**config.mk**
```make
export PLATFORM = sky130hd
export DESIGN_NAME = led_pattern_monitor
export DESIGN_NICKNAME = d
export VERILOG_FILES = /design/src/rtl/led_pattern_monitor_pkg.sv /design/src/rtl/led_pattern_monitor_dwell_timer.sv /design/src/rtl/led_pattern_monitor.sv
export SDC_FILE = /design/constraint.sdc
export NUM_CORES = 1
export LEC_CHECK = 0
export CAP_MARGIN = 20
export CORE_UTILIZATION = 60
export CTS_CLUSTER_SIZE = 24
export DETAILED_ROUTE_END_ITERATION = 16
export PLACE_DENSITY_LB_ADDON = 0.08
export SYNTH_ARGS = -nofsm -noshare
export SYNTH_HDL_FRONTEND = slang
export SYNTH_SLANG_ARGS = --single-unit
```
**constraint.sdc**
```tcl
create_clock -name CLK -period 5.9 [get_ports CLK]
set_input_delay 1.18 -clock CLK [delete_from_list [all_inputs] [get_ports CLK]]
set_output_delay 1.18 -clock CLK [all_outputs]
set_load 0.005 [all_outputs]
```
**src/rtl/led_pattern_monitor_pkg.sv**
```systemverilog
// Shared types and constants for the LED bounce monitor.
// Phase pattern table, FSM state type and speed width.
package led_pattern_monitor_pkg;

  localparam int SPEED_W = 2;
  localparam int PHASE_W = 3;
  localparam int NPHASE  = 6;

  typedef enum logic {
    HUNT,
    LOCK
  } state_t;

  // Entry [p] is the LED pattern of bounce phase p.
  localparam logic [NPHASE-1:0][3:0] PHASE_PAT = {
    4'b0010, 4'b0100, 4'b1000,
    4'b0100, 4'b0010, 4'b0001
  };

  function automatic logic [PHASE_W-1:0] next_phase(
    input logic [PHASE_W-1:0] p
  );
    return (p == PHASE_W'(NPHASE - 1)) ?
      '0 : p + PHASE_W'(1);
  endfunction

endpackage

```
**src/rtl/led_pattern_monitor_dwell_timer.sv**
```systemverilog
// Dwell counter for one LED pattern.
// Flags an exact speed match and a saturated stall.
module dwell_timer
  import led_pattern_monitor_pkg::*;
#(
  parameter int DIV_W = 25
) (
  input  logic               CLK,
  input  logic               RST,
  input  logic               restart,
  output logic               match,
  output logic [SPEED_W-1:0] speed,
  output logic               stall
);

  localparam int CW = DIV_W + 1;
  localparam int unsigned SATI = (32'd1 << DIV_W) + 32'd1;
  localparam logic [CW-1:0] SAT = SATI[CW-1:0];

  logic [CW-1:0] cnt;

  // Count cycles since the last pattern change, saturating.
  always_ff @(posedge CLK or negedge RST) begin
    if (!RST) begin
      cnt <= '0;
    end else if (restart) begin
      cnt <= CW'(1);
    end else if (cnt != SAT) begin
      cnt <= cnt + CW'(1);
    end
  end

  // Exact match against each speed's dwell length.
  always_comb begin
    match = 1'b0;
    speed = '0;
    for (int s = 0; s < 4; s++) begin
      if (cnt == CW'(32'd1 << (DIV_W - s))) begin
        match = 1'b1;
        speed = SPEED_W'(s);
      end
    end
  end

  assign stall = (cnt == SAT);

endmodule

```
**src/rtl/led_pattern_monitor.sv**
```systemverilog
// Bus monitor for the 4-LED bounce display.
// Tracks phase, decodes speed, counts errors.
module led_pattern_monitor
  import led_pattern_monitor_pkg::*;
#(
  parameter int DIV_W = 25
) (
  input  logic               CLK,
  input  logic               RST,
  input  logic [3:0]         LED,
  output logic [SPEED_W-1:0] SPEED,
  output logic               SPEED_VALID,
  output logic               LOCKED,
  output logic               STEP,
  output logic               ERR,
  output logic [7:0]         ERR_CNT
);

  logic [3:0]         led_q;
  logic [3:0]         led_qq;
  state_t             state;
  state_t             state_n;
  logic [PHASE_W-1:0] phase;
  logic [PHASE_W-1:0] phase_n;
  logic [PHASE_W-1:0] nxt;
  logic               meas;
  logic               meas_n;
  logic [SPEED_W-1:0] spd_n;
  logic               vld_n;
  logic               step_n;
  logic               err_n;
  logic               chg;
  logic               match;
  logic               stall;
  logic [SPEED_W-1:0] tspd;

  assign chg = (led_q != led_qq);
  assign nxt = next_phase(phase);

  // Register the bus and keep the previous sample.
  always_ff @(posedge CLK or negedge RST) begin
    if (!RST) begin
      led_q  <= '0;
      led_qq <= '0;
    end else begin
      led_q  <= LED;
      led_qq <= led_q;
    end
  end

  dwell_timer #(
    .DIV_W(DIV_W)
  ) u_dwell (
    .CLK    (CLK),
    .RST    (RST),
    .restart(chg),
    .match  (match),
    .speed  (tspd),
    .stall  (stall)
  );

  // Phase FSM and output registers.
  always_ff @(posedge CLK or negedge RST) begin
    if (!RST) begin
      state       <= HUNT;
      phase       <= '0;
      meas        <= 1'b0;
      SPEED       <= '0;
      SPEED_VALID <= 1'b0;
      LOCKED      <= 1'b0;
      STEP        <= 1'b0;
      ERR         <= 1'b0;
    end else begin
      state       <= state_n;
      phase       <= phase_n;
      meas        <= meas_n;
      SPEED       <= spd_n;
      SPEED_VALID <= vld_n;
      LOCKED      <= (state_n == LOCK);
      STEP        <= step_n;
      ERR         <= err_n;
    end
  end

  // Next state: relock in HUNT, follow or break in LOCK.
  always_comb begin
    state_n = state;
    phase_n = phase;
    meas_n  = meas;
    spd_n   = SPEED;
    vld_n   = SPEED_VALID;
    step_n  = 1'b0;
    err_n   = 1'b0;
    unique case (state)
      HUNT: begin
        vld_n  = 1'b0;
        meas_n = 1'b0;
        unique case (1'b1)
          (led_q == PHASE_PAT[0]): begin
            state_n = LOCK;
            phase_n = PHASE_W'(0);
          end
          (led_q == PHASE_PAT[3]): begin
            state_n = LOCK;
            phase_n = PHASE_W'(3);
          end
          default: ;
        endcase
      end
      LOCK: begin
        if (chg) begin
          if (led_q == PHASE_PAT[nxt]) begin
            phase_n = nxt;
            step_n  = 1'b1;
            meas_n  = 1'b1;
            if (meas) begin
              vld_n = match;
              if (match) spd_n = tspd;
            end
          end else begin
            err_n   = 1'b1;
            vld_n   = 1'b0;
            meas_n  = 1'b0;
            state_n = HUNT;
          end
        end else if (stall) begin
          vld_n = 1'b0;
        end
      end
      default: state_n = HUNT;
    endcase
  end

  // Saturating error counter.
  always_ff @(posedge CLK or negedge RST) begin
    if (!RST) begin
      ERR_CNT <= '0;
    end else if (err_n && ERR_CNT != 8'hFF) begin
      ERR_CNT <= ERR_CNT + 8'd1;
    end
  end

endmodule

```
==> results.json <==
{
  "critical_path.startpoint": "state",
  "fin_skew_ns": 0.00883,
  "path_class": "register to primary output",
  "drt_wl_total_mm": 4.33,
  "rrSetupSlack_ns": 3.46,
  "finalMaxSlewViolations": 0,
  "start_kind": "register",
  "rsz0062_at_grt": "no",
  "irDropWorstVdd_mv": 0.263,
  "outcome": "complete, no violations",
  "hold_depth": 1,
  "cts_setup_buffers": 0,
  "cts-buffers-inserted": 5,
  "met2WireLength_mm": 2.00,
  "ys_seq_area_share_pct": 50.1,
  "ant_nets": 0,
  "vias_per_cell": 5.42,
  "relSlewSlack_pct": 42.3,
  "area_growth_pct": 11.0,
  "crit_required_ns": 4.72,
  "powerDensity_nw_per_um2": 290,
  "layout_commonest_cell": "dfrtp_1",
  "worst_slew_pin_slew_ns": 0.863,
  "cp.depth": 1,
  "tns_ns": 0,
  "r2r_start": "led_q[2]",
  "worstSetupEndpointType": "primary output",
  "hp-start": "SPEED[0]",
  "hpwl_mm": 2.95,
  "p_leak_uw": 0.00123,
  "fin_crit_sh_pct": 43.8,
  "cts_resized": 0,
  "groute.usage.overall_pct": 21.7,
  "highest_layer": "met4",
  "ys_types": 40,
  "dr.pass1.iters": 4,
  "drc": 0,
  "final_util_pct": 70.5,
  "route.met3.wl_um": 162,
  "cts.path.max_buffers": 2,
  "finalCriticalPeriod_ns": 2.59,
  "portBuffers": 19,
  "drive_gt1_share_pct": 6.72,
  "fmax_ghz": 0.387,
  "syn_avg_cell_area_um2": 10.3,
  "drtIter0Drc": 136,
  "setup_viol": 0,
  "die-area_um2": 4590,
  "worstSkewPairLatency_ns": 0.30,
  "hold_buffers": 0,
  "worstPathMaxFanout": 10,
  "grt_antenna_before_repair": 0,
  "tritoncts": "yes",
  "multiInputGateArea_um2": 1210,
  "nFillCells": 318,
  "synth.net_count": 263,
  "vias": 1725,
  "drv_cap": 0,
  "drt-met1-wl_mm": 2.14,
  "slowest_delay_ns": 0.57,
  "hold_path_class": "register to register",
  "first_global_vias": 1615,
  "fp.dieH_um": 67.8,
  "register_area_um2": 1300,
  "clkTransAtPathRegs_ns": 0.09,
  "coreArea_um2": 4090,
  "yosys_warnings": 0,
  "ys_ff_latch": 52,
  "synthCells": 253,
  "boundaryPins": 20,
  "hold_ws_ns": 0.502,
  "grt_max_degree": 53,
  "grt_remaining_overflow": 0,
  "ctsRootBufferMaster": "clkbuf_8",
  "cp_slowest_cell": "clkdlybuf4s50_1",
  "r2r_cells": 5,
  "mostFrequentLayoutCells": "dfrtp_1, nor2_1, xor2_1",
  "worst_ep_arrival_time_ns": 1.41,
  "wl_per_cell_um": 13.6,
  "diodes": 0,
  "fin_nets": 278,
  "cp_top_family": "buffers and inverters",
  "grt_pass1_wl_mm": 7.45,
  "h-tree-depth": 2,
  "cts.sinks": 52,
  "die_x_um": 67.8,
  "gp_congestion": 0.814,
  "critical_path_buf_inv_count": 1,
  "hold_viol": 0,
  "worstPathCellList": "clkdlybuf4s50_1",
  "initial_core_util_pct": 63.5,
  "num_rows": 23,
  "syn_area_um2": 2600
}
-- worst register-to-register path, delay by kind of cell, from the launching register on --
| kind | cells | cell delay (ns) |
|---|---|---|
| AND/OR/NAND/NOR | 3 | 1.33 |
| XOR/XNOR | 1 | 0.21 |
| flip-flops | 1 | 0.49 |
| multiplexers | 1 | 0.31 |
-- path summary, 6_finish.rpt --
kind,endpoint
setup / recovery,LOCKED
hold / removal,SPEED[0]
setup reg to reg,SPEED[0]
hold reg to reg,SPEED[0]
max in group asynchronous,u_dwell.cnt[12]
min in group asynchronous,led_qq[0]
-- where the power goes --
group          switching, uW  total [uW]  internal [uW]
clock                    106         211            105
sequential              49.4         442            393
combinational           84.6         183           98.2
total                    240         835            595
-- sequential cells by signal, indices dropped and copies added, names as in the netlist --
register     cells
SPEED_VALID      1
led_qq           4
u_dwell.cnt     26
ERR              1
state            1
led_q            4
meas             1
SPEED            2
phase            3
STEP             1
ERR_CNT          8
-- final cells by class --
class / instances / area share [%]
clock buffers: 7 / 3.34
inverters: 4 / 0.521
multi-input cells: 185 / 42.1
flip-flops and latches: 52 / 45.1
well taps: 50 / 2.17
repair buffers: 20 / 6.68
-- per-stage QoR --
stage	total power (uW)	cells	cell area [um2]	setup slack, ns
3_3_place_gp	628	311	2790	3.49
3_5_place_dp	632	311	2790	3.48
6_report	835	318	2880	3.31
5_1_grt	882	318	2880	3.21
4_1_cts	845	318	2880	3.30
2_1_floorplan	548	253	2600	4.01
-- synthesized netlist by cell type (all sizes together) --
| master | count | share of area, % |
|---|---|---|
| a21oi | 2 | 0.53 |
| a31oi | 1 | 0.24 |
| and2 | 3 | 0.72 |
| and3 | 5 | 1.2 |
| and4 | 5 | 1.7 |
| buf | 7 | 1.8 |
| clkbuf | 5 | 0.72 |
| dfrtp | 52 | 50 |
| ha | 4 | 1.9 |
| inv | 4 | 0.58 |
| mux2 | 3 | 1.3 |
| mux2i | 4 | 1.5 |
| nand2 | 20 | 2.9 |
| nand2b | 2 | 0.48 |
| nand3 | 13 | 2.5 |
| nand4 | 8 | 2.2 |
| nand4b | 1 | 0.34 |
| nand4bb | 1 | 0.43 |
| nor2 | 41 | 5.9 |
| nor2b | 1 | 0.24 |
| nor3 | 7 | 1.3 |
| nor4 | 9 | 3.3 |
| o211ai | 1 | 0.29 |
| o21ai | 4 | 0.92 |
| o22ai | 1 | 0.48 |
| o311a | 1 | 0.39 |
| o31a | 1 | 0.34 |
| o41ai | 2 | 0.67 |
| or2 | 1 | 0.34 |
| or3 | 3 | 0.72 |
| xnor2 | 14 | 4.7 |
| xor2 | 27 | 9.1 |
-- routing by layer --
metal  up-vias  GRT usage [%]
met3         4           4.05
met5         -              0
li1        889              -
met2        34           33.4
met1       798           31.3
met4         0           5.73
-- kinds of logic after synthesis --
logic type / after synthesis / share of synthesized area [%]
AOI/OAI and AO/OA: 13 / 3.86
adders and majority gates: 4 / 1.93
xor gates and xnor gates: 41 / 13.8
muxes: 7 / 2.84
and+or+nand+nor: 120 / 24.3
buffers and inverters: 16 / 3.08
DFF: 52 / 50.1
Power figures use the tool's default switching activity.
